File: config.mk
export PLATFORM = sky130hd
export DESIGN_NAME = soc_reset_sequencer
export DESIGN_NICKNAME = d
export VERILOG_FILES = /design/src/rtl/soc_reset_sequencer.sv
export SDC_FILE = /design/constraint.sdc
export NUM_CORES = 1
export LEC_CHECK = 0
export CORE_ASPECT_RATIO = 0.6
export CORE_MARGIN = 3
export CORE_UTILIZATION = 53
export DETAILED_ROUTE_END_ITERATION = 7
export GPL_TIMING_DRIVEN = 0
export PLACE_DENSITY = 0.75
export SYNTH_ARGS = -nofsm -noshare
export SYNTH_HDL_FRONTEND = slang
export SYNTH_SLANG_ARGS = --single-unit
File: constraint.sdc
create_clock -name clk -period 2.03 [get_ports clk]
set_input_delay 0.406 -clock clk [delete_from_list [all_inputs] [get_ports clk]]
set_output_delay 0.406 -clock clk [all_outputs]
set_load 0.05 [all_outputs]
File: src/rtl/soc_reset_sequencer.sv
// Power-on/button reset sequencer: synchronizes and debounces btn_n, holds the SOC in reset
// for HOLD_CYCLES clk_en pulses after release, and runs a heartbeat. Define SOC_WATCHDOG_EN for the watchdog.
module soc_reset_sequencer #(
    parameter int CLK_DIV          = 2,
    parameter int DEBOUNCE_CYCLES  = 1000000,
    parameter int HOLD_CYCLES      = 16,
    parameter int HEARTBEAT_PERIOD = 50000000,
    parameter int WDT_CYCLES       = 100000000
) (
    input  logic       clk,
    input  logic       rst,
    input  logic       btn_n,
    input  logic       wdt_kick,
    output logic       clk_en,
    output logic       soc_rst_n,
    output logic       ready,
    output logic [7:0] heartbeat,
    output logic       wdt_fired
);
    localparam int DIV_W  = (CLK_DIV > 1) ? $clog2(CLK_DIV) : 1;
    localparam int DEB_W  = (DEBOUNCE_CYCLES > 1) ? $clog2(DEBOUNCE_CYCLES) : 1;
    localparam int HOLD_W = (HOLD_CYCLES > 1) ? $clog2(HOLD_CYCLES) : 1;
    localparam int HB_W   = (HEARTBEAT_PERIOD > 1) ? $clog2(HEARTBEAT_PERIOD) : 1;

    localparam logic [DIV_W-1:0]  DIV_LAST  = DIV_W'(CLK_DIV - 1);
    localparam logic [DEB_W-1:0]  DEB_LAST  = DEB_W'(DEBOUNCE_CYCLES - 1);
    localparam logic [HOLD_W-1:0] HOLD_LAST = HOLD_W'(HOLD_CYCLES - 1);
    localparam logic [HB_W-1:0]   HB_LAST   = HB_W'(HEARTBEAT_PERIOD - 1);

    typedef enum logic [1:0] {
        S_PRESSED = 2'd0,
        S_HOLD    = 2'd1,
        S_RUN     = 2'd2
    } state_t;

    logic              r_btn_meta;
    logic              r_btn_sync;
    logic              r_deb_level;
    logic [DEB_W-1:0]  r_deb_cnt;
    logic [DIV_W-1:0]  r_div_cnt;
    logic              r_clk_en;
    state_t            r_state;
    logic [HOLD_W-1:0] r_hold_cnt;
    logic [HB_W-1:0]   r_hb_div;
    logic [7:0]        r_heartbeat;
    logic              r_soc_rst_n;
    logic              r_ready;
    logic              w_press;
    logic              w_wdt_expire;

    // Reset values put the sync chain and the debounced level in the "pressed" state.
    always_ff @(posedge clk) begin
        if (rst) begin
            r_btn_meta <= 1'b0;
            r_btn_sync <= 1'b0;
        end else begin
            r_btn_meta <= btn_n;
            r_btn_sync <= r_btn_meta;
        end
    end

    always_ff @(posedge clk) begin
        if (rst) begin
            r_deb_level <= 1'b0;
            r_deb_cnt   <= '0;
        end else if (r_btn_sync != r_deb_level) begin
            if (r_deb_cnt == DEB_LAST) begin
                r_deb_level <= r_btn_sync;
                r_deb_cnt   <= '0;
            end else begin
                r_deb_cnt <= r_deb_cnt + 1'b1;
            end
        end else begin
            r_deb_cnt <= '0;
        end
    end

    always_ff @(posedge clk) begin
        if (rst) begin
            r_div_cnt <= '0;
            r_clk_en  <= 1'b0;
        end else begin
            r_clk_en  <= (r_div_cnt == DIV_LAST);
            r_div_cnt <= (r_div_cnt == DIV_LAST) ? '0 : r_div_cnt + 1'b1;
        end
    end

    assign w_press = ~r_deb_level;

`ifdef SOC_WATCHDOG_EN
    localparam int             WDT_W    = (WDT_CYCLES > 1) ? $clog2(WDT_CYCLES) : 1;
    localparam logic [WDT_W-1:0] WDT_LAST = WDT_W'(WDT_CYCLES - 1);

    logic [WDT_W-1:0] r_wdt_cnt;
    logic             r_wdt_fired;

    assign w_wdt_expire = (r_state == S_RUN) && !wdt_kick && (r_wdt_cnt == WDT_LAST);

    // A simultaneous button press wins, so the flag only records genuine timeouts.
    always_ff @(posedge clk) begin
        if (rst) begin
            r_wdt_cnt   <= '0;
            r_wdt_fired <= 1'b0;
        end else begin
            if (r_state != S_RUN || wdt_kick || r_wdt_cnt == WDT_LAST) begin
                r_wdt_cnt <= '0;
            end else begin
                r_wdt_cnt <= r_wdt_cnt + 1'b1;
            end
            if (w_wdt_expire && !w_press) begin
                r_wdt_fired <= 1'b1;
            end
        end
    end

    assign wdt_fired = r_wdt_fired;
`else
    localparam int wdt_unused_cycles = WDT_CYCLES;
    logic w_unused_kick;

    assign w_unused_kick = wdt_kick;
    assign w_wdt_expire  = 1'b0;
    assign wdt_fired     = 1'b0;
`endif

    always_ff @(posedge clk) begin
        if (rst) begin
            r_state     <= S_PRESSED;
            r_hold_cnt  <= '0;
            r_hb_div    <= '0;
            r_heartbeat <= 8'd0;
            r_soc_rst_n <= 1'b0;
            r_ready     <= 1'b0;
        end else begin
            r_soc_rst_n <= (r_state == S_RUN);
            r_ready     <= (r_state == S_RUN);

            if (r_state == S_RUN) begin
                if (r_hb_div == HB_LAST) begin
                    r_hb_div    <= '0;
                    r_heartbeat <= r_heartbeat + 8'd1;
                end else begin
                    r_hb_div <= r_hb_div + 1'b1;
                end
            end else begin
                r_hb_div <= '0;
            end

            // Press handling comes last so its heartbeat clear overrides the increment.
            case (r_state)
                S_PRESSED: begin
                    r_hold_cnt <= '0;
                    if (!w_press) begin
                        r_state <= S_HOLD;
                    end
                end
                S_HOLD: begin
                    if (w_press) begin
                        r_state     <= S_PRESSED;
                        r_heartbeat <= 8'd0;
                    end else if (r_clk_en) begin
                        if (r_hold_cnt == HOLD_LAST) begin
                            r_state    <= S_RUN;
                            r_hold_cnt <= '0;
                        end else begin
                            r_hold_cnt <= r_hold_cnt + 1'b1;
                        end
                    end
                end
                S_RUN: begin
                    if (w_press) begin
                        r_state     <= S_PRESSED;
                        r_heartbeat <= 8'd0;
                    end else if (w_wdt_expire) begin
                        r_state    <= S_HOLD;
                        r_hold_cnt <= '0;
                    end
                end
                default: begin
                    r_state <= S_PRESSED;
                end
            endcase
        end
    end

    assign clk_en    = r_clk_en;
    assign soc_rst_n = r_soc_rst_n;
    assign ready     = r_ready;
    assign heartbeat = r_heartbeat;

endmodule

# Word-level counts from Yosys, hierarchy flattened
# Cells that the tools add are included.
[classes]
n_addsub = 5
n_eq_ne = 12
mux = 14
n_bitwise = 2
n_reduce_logical = 9
[ops]
columns = ["operator", "count"]
rows = [
  ["$mux 8", 4],
  ["$add 26x1->26 const B", 1],
  ["$eq 26x26->1 const B", 1],
  ["$add 20x1->20 const B", 1],
  ["$eq 20x20->1 const B", 1],
  ["$mux 4", 3],
  ["$mux 2", 5],
  ["$add 8x1->8 const B", 1],
  ["$ne 2x2->1 const B", 4],
  ["$pmux 4 s2", 1],
  ["$ne 3x3->1 const B", 2],
  ["$pmux 2 s3", 1],
  ["$reduce_or 3->1", 2],
  ["$add 4x1->4 const B", 1],
  ["$eq 4x4->1 const B", 1],
  ["$reduce_and 4->1", 1],
  ["$reduce_or 2->1", 2],
  ["$reduce_and 3->1", 1],
  ["$eq 2x1->1 const B", 1],
  ["$eq 2x2->1 const B", 1],
  ["$logic_not 2->1", 1],
  ["$not 1->1", 2],
  ["$reduce_and 2->1", 1],
  ["$reduce_bool 2->1", 1],
  ["2 further kinds", 2],
]
[word_totals]
register_bits = 66
input_bits = 4
output_inout_bits = 12
wordCells = 53

# Longest topological paths before layout
[logic_depth]
ltp_word = 5
ltp_mapped = 7
mapped_depth_nobuf = 7

# Worst setup path after synthesis
# No wires, ideal clock.
[synth_timing]
path_kind = "reg-to-reg"
startpoint = "register r_hb_div[0]"
endpoint = "register r_heartbeat[4], in the netlist heartbeat[4]"
setup_ns = 0.070
t_arrival_ns = 1.903
t_required_ns = 1.960
slack_ns = 0.057
path_stages_with_launch = 8
cell_sequence = "dfxtp_1 ha_1 and4_4 nand4_2 or3_1 buf_6 or3_1 a21oi_1"
[synth_via]
elab_chain_cells = 5
[synth_lines]
columns = ["item", "line", "rtl"]
rows = [
  ["start: declaration", "44", "logic [HB_W-1:0] r_hb_div;"],
  ["start signal: assignment", "143", "r_hb_div <= r_hb_div + 1'b1;"],
  ["$eq 26x26->1 (*)", "139", "if (r_hb_div == HB_LAST) begin"],
  ["$mux 8 (*)", "139", ""],
  ["$mux 8 (*)", "138", "if (r_state == S_RUN) begin"],
  ["$mux 8", "158, 171", ""],
  ["$mux 8 (*)", "--", ""],
  ["end signal: assignment", "141", "r_heartbeat <= r_heartbeat + 8'd1;"],
  ["end: declaration", "45", "logic [7:0] r_heartbeat;"],
]
# Mark *: on every way between the ends. The rest lies on a longest branch, timed or not.
# A chain may end at the register's enable or synchronous reset.

# Worst setup path in the final report
[layout_timing]
startpoint = "register r_hb_div[1]"
endpoint = "register r_heartbeat[4], in the netlist heartbeat[4]"
# Same word-level chain as after synthesis.

==> qor.json <==
{
  "combinationalPowerShare": {"value": 1.3, "unit": "%"},
  "clkLatencyLatePin": {"value": 0.34, "unit": "ns"},
  "fin_skew": {"value": 0.00744, "unit": "ns"},
  "design.final.nets": {"value": 376},
  "routed-via-count": {"value": 2350},
  "synth_seq_cells": {"value": 66},
  "yosys.area_share.adder": {"value": 2.98, "unit": "%"},
  "synthSimpleGateAreaFrac": {"value": 29.7, "unit": "%"},
  "die_area": {"value": 6510, "unit": "sq um"},
  "maxSlewViolCount": {"value": 0},
  "hp-class": {"value": "reg2reg"},
  "drt-pass1-iter-count": {"value": 4},
  "mappedNetlistNets": {"value": 349},
  "synth_seq_area_share": {"value": 44.9, "unit": "%"},
  "timing_worst_slew_pin_value": {"value": 0.653, "unit": "ns"},
  "run_status": {"value": "finished, final reports clean"},
  "synth-edff-count": {"value": 0},
  "peakVddDrop": {"value": 362, "unit": "uV"},
  "clk_root_buffer_cell": {"value": "sky130_fd_sc_hd__clkbuf_8"},
  "end_kind": {"value": "register"},
  "setup-violations-final": {"value": 0},
  "synth.cell_area": {"value": 2940, "unit": "sq um"},
  "cp.required": {"value": 2.30, "unit": "ns"},
  "worst_r2r_path_depth": {"value": 7},
  "wire_length_on_met1": {"value": 3050, "unit": "um"},
  "finish.instance_area": {"value": 3480, "unit": "sq um"},
  "dominant_combinational_cell_family_by_area_after_synthesis": {"value": "simple AND/OR/NAND/NOR gates"},
  "power.internal": {"value": 1.91, "unit": "mW"},
  "worst_setup_path_start_kind": {"value": "register"},
  "post_synth_xor_area_fraction": {"value": 13.4, "unit": "%"},
  "tritoncts": {"value": "done"},
  "cpLargestDelayFamily": {"value": "simple AND/OR/NAND/NOR gates"},
  "worst_setup_path_startpoint": {"value": "r_hb_div[1]"},
  "ys_warn_count": {"value": 0},
  "ctsHtreeMaxLevel": {"value": 3},
  "drc_violation_total_after_the_first_tritonroute_iteration": {"value": 156},
  "ctsLongestPathBuffers": {"value": 2},
  "route.antenna.remaining_nets": {"value": 0},
  "start_util": {"value": 56.5, "unit": "%"},
  "route.met2.wl": {"value": 2160, "unit": "um"},
  "gpl.final_weighted_congestion": {"value": 0.850},
  "power.share.switching": {"value": 21.7, "unit": "%"},
  "max_slew_headroom_at_the_worst_pin": {"value": 56.0, "unit": "%"},
  "clk_transition_reported_paths": {"value": 0.07, "unit": "ns"},
  "route.final.wire_length": {"value": 5570, "unit": "um"},
  "final.setup.tns": {"value": 0, "unit": "ns"},
  "worstPathBufferInverterCount": {"value": 1},
  "dieWidth": {"value": 102, "unit": "um"},
  "dp_hpwl": {"value": 3880, "unit": "um"},
  "cts_hold_buf": {"value": 0},
  "fp.coreArea": {"value": 5200, "unit": "sq um"},
  "worstPathMaxFanout": {"value": 10},
  "ff2ff_setup_slack": {"value": 0.03, "unit": "ns"},
  "fp.dieH": {"value": 63.7, "unit": "um"},
  "routedWlPerCell": {"value": 12.8, "unit": "um"},
  "post_synthesis_mux_area_share": {"value": 0.681, "unit": "%"},
  "cap_viol_max_count": {"value": 0},
  "synth.lib_cells_used.distinct": {"value": 36},
  "grt_antenna_before_repair": {"value": 0},
  "worst_r2r_startpoint": {"value": "r_hb_div[1]"},
  "avg_vias_per_cell": {"value": 5.39},
  "global_route.overflow_total": {"value": 0},
  "final_core_util": {"value": 66.9, "unit": "%"},
  "critPathArrivalTime": {"value": 2.27, "unit": "ns"},
  "routed.top_layer": {"value": "met4"},
  "period_share": {"value": 98.6, "unit": "%"},
  "powerDensity": {"value": 700, "unit": "nW/um^2"},
  "grt_pass1_vias": {"value": 2224},
  "rsz_0062_raised_after_global_routing": {"value": "yes"},
  "worst-path-stages": {"value": 7},
  "drc": {"value": 0},
  "synth-main-ff-cell": {"value": "sky130_fd_sc_hd__dfxtp_1"},
  "clock_power_share": {"value": 45.4, "unit": "%"},
  "cpPeakStageDelay": {"value": 0.36, "unit": "ns"},
  "post-route-min-period": {"value": 2.00, "unit": "ns"},
  "critical_path_class": {"value": "reg2reg"},
  "avgSynthCellArea": {"value": 8.70, "unit": "sq um"},
  "critical-path-slowest-cell": {"value": "sky130_fd_sc_hd__dfxtp_4"},
  "pin_count": {"value": 16},
  "power_switching": {"value": 530, "unit": "uW"},
  "all_layer_global_routing_usage": {"value": 20.0, "unit": "%"},
  "setup.worst_path.end": {"value": "heartbeat[4]"},
  "power.total": {"value": 2.44, "unit": "mW"},
  "rows": {"value": 20},
  "cts_made_buffers": {"value": 9},
  "antenna_diode_instance_count": {"value": 0},
  "sequential_cell_fraction_of_total_power": {"value": 53.3, "unit": "%"},
  "worstReg2RegEnd": {"value": "heartbeat[4]"},
  "hold_violations": {"value": 0},
  "leakage": {"value": 1.25, "unit": "nW"},
  "grt_max_degree": {"value": 13},
  "max_freq": {"value": 0.500, "unit": "GHz"},
  "synth_compound_gate_area_share": {"value": 5.06, "unit": "%"},
  "met3RoutedLength": {"value": 271, "unit": "um"},
  "post_route_cells_drive_above_1_share": {"value": 11.6, "unit": "%"},
  "synth_async_sr_flop_share": {"value": 0, "unit": "%"},
  "areaGrowthSynthToFinish": {"value": 18.5, "unit": "%"},
  "numPortBuffers": {"value": 13},
  "detailed_place.area": {"value": 3150, "unit": "sq um"},
  "cts_num_sinks": {"value": 66},
  "fillers": {"value": 416},
  "first_pass_grt_wire_length": {"value": 10200, "unit": "um"},
  "cp_cell_sequence": {"value": "ha_4 -> and4_4 -> nand4_4 -> or3_4 -> buf_6 -> or3_1 -> a21oi_2"},
  "netlist_instances": {"value": 338}
}
==> flip-flops by register name, summed over array words and instances (netlist names), 2 cells and up <==
| register | cells |
|---|---|
| r_deb_cnt | 20 |
| r_hold_cnt | 4 |
| heartbeat | 8 |
| r_hb_div | 26 |
| r_state | 2 |
==> metrics by stage <==
step / hold slack, ns / worst slack [ns] / instances
after detailed placement: 0.398 / -0.307 / 417
after floorplan: 0.385 / 0.0573 / 338
after CTS: 0.408 / 0.0000540 / 433
after global routing: 0.425 / -0.0147 / 436
final: 0.405 / 0.0280 / 436
after global placement: 0.394 / -0.292 / 417
==> Yosys cell counts (7+ instances only) <==
cell | n | area (sq um)
sky130_fd_sc_hd__xor2_1 | 22 | 193
sky130_fd_sc_hd__inv_1 | 10 | 37.5
sky130_fd_sc_hd__ha_1 | 7 | 87.6
sky130_fd_sc_hd__xnor2_1 | 23 | 201
sky130_fd_sc_hd__clkbuf_1 | 7 | 26.3
sky130_fd_sc_hd__or3_1 | 9 | 56.3
sky130_fd_sc_hd__nor4_1 | 8 | 50.1
sky130_fd_sc_hd__nand3_1 | 24 | 120
sky130_fd_sc_hd__a21oi_1 | 9 | 45.0
sky130_fd_sc_hd__nand2_1 | 20 | 75.1
sky130_fd_sc_hd__nand4_1 | 13 | 81.3
sky130_fd_sc_hd__nor2_1 | 62 | 233
sky130_fd_sc_hd__nor3_1 | 9 | 45.0
sky130_fd_sc_hd__dfxtp_1 | 66 | 1320
==> kinds of logic (layout without fill, tap and decap cells) <==
kind of cell,Yosys count,after routing
multiplexers,2,2
flip-flops,66,66
adder cells (fa/ha/maj),7,7
AO/OA/AOI/OAI,24,24
other,1,1
AND/OR/NAND/NOR,173,173
buffers and inverters,20,52
XOR/XNOR,45,45
==> cells in the final DEF, fill, tap and decap left out, types with 3 or more instances in the layout <==
cell type,count
sky130_fd_sc_hd__clkdlybuf4s50_1,6
sky130_fd_sc_hd__dfxtp_2,3
sky130_fd_sc_hd__xnor2_1,23
sky130_fd_sc_hd__ha_1,5
sky130_fd_sc_hd__buf_4,5
sky130_fd_sc_hd__nor3_1,9
sky130_fd_sc_hd__nand4_1,13
sky130_fd_sc_hd__and4_1,3
sky130_fd_sc_hd__or3_1,8
sky130_fd_sc_hd__nand3_1,24
sky130_fd_sc_hd__a21oi_1,7
sky130_fd_sc_hd__clkbuf_2,4
sky130_fd_sc_hd__nand2_1,20
sky130_fd_sc_hd__nor2_1,62
sky130_fd_sc_hd__o21ai_0,6
sky130_fd_sc_hd__and3_1,5
sky130_fd_sc_hd__inv_1,10
sky130_fd_sc_hd__dfxtp_1,61
sky130_fd_sc_hd__nor4_1,8
sky130_fd_sc_hd__xor2_1,22
sky130_fd_sc_hd__clkbuf_1,3
sky130_fd_sc_hd__nor2b_1,6
sky130_fd_sc_hd__and2_1,4
sky130_fd_sc_hd__dlymetal6s2s_1,7
sky130_fd_sc_hd__clkbuf_8,10
==> repair_timing <==
action / CTS / global route
pin swaps: 2 / 5
setup endpoints to repair: 29 / 31
buffers inserted: 0 / 3
resized for setup: 11 / 20
==> worst min path at each step <==
stage              start   endpoint  slack [ns]  cells after the start
4_1_cts        r_div_cnt  r_div_cnt        0.41                      1
2_1_floorplan  r_div_cnt  r_div_cnt        0.38                      1
6_report       r_div_cnt  r_div_cnt        0.40                      1
3_3_place_gp   r_div_cnt  r_div_cnt        0.39                      1
5_1_grt        r_div_cnt  r_div_cnt        0.43                      1
3_5_place_dp   r_div_cnt  r_div_cnt        0.40                      1
==> layer usage <==
layer,track usage [%],vias to the layer above
met5,0,-
met4,9.98,0
met3,6.42,9
met2,26.1,49
met1,29.1,1085
li1,-,1207
==> area by class of cell <==
| type | count | area [sq um] | area share [%] |
|---|---|---|---|
| Multi-Input combinational cell | 252 | 1600 | 46.0 |
| Clock inverter | 6 | 65.1 | 1.87 |
| Clock buffer | 10 | 138 | 3.95 |
| Buffer | 10 | 57.6 | 1.65 |
| Tap cell | 66 | 82.6 | 2.37 |
| Sequential cell | 66 | 1330 | 38.2 |
| Inverter | 10 | 37.5 | 1.08 |
| Timing Repair Buffer | 16 | 170 | 4.88 |
==> power groups by stage <==
stage	Clock [mW]	Sequential, mW	Combinational [mW]
after floorplan	0	1.33	0.0166
after global placement	0	1.33	0.0308
after detailed placement	0	1.33	0.0309
after CTS	1.14	1.30	0.0312
after global routing	1.21	1.30	0.0349
final	1.11	1.30	0.0311
Power figures use the tool's default switching activity.
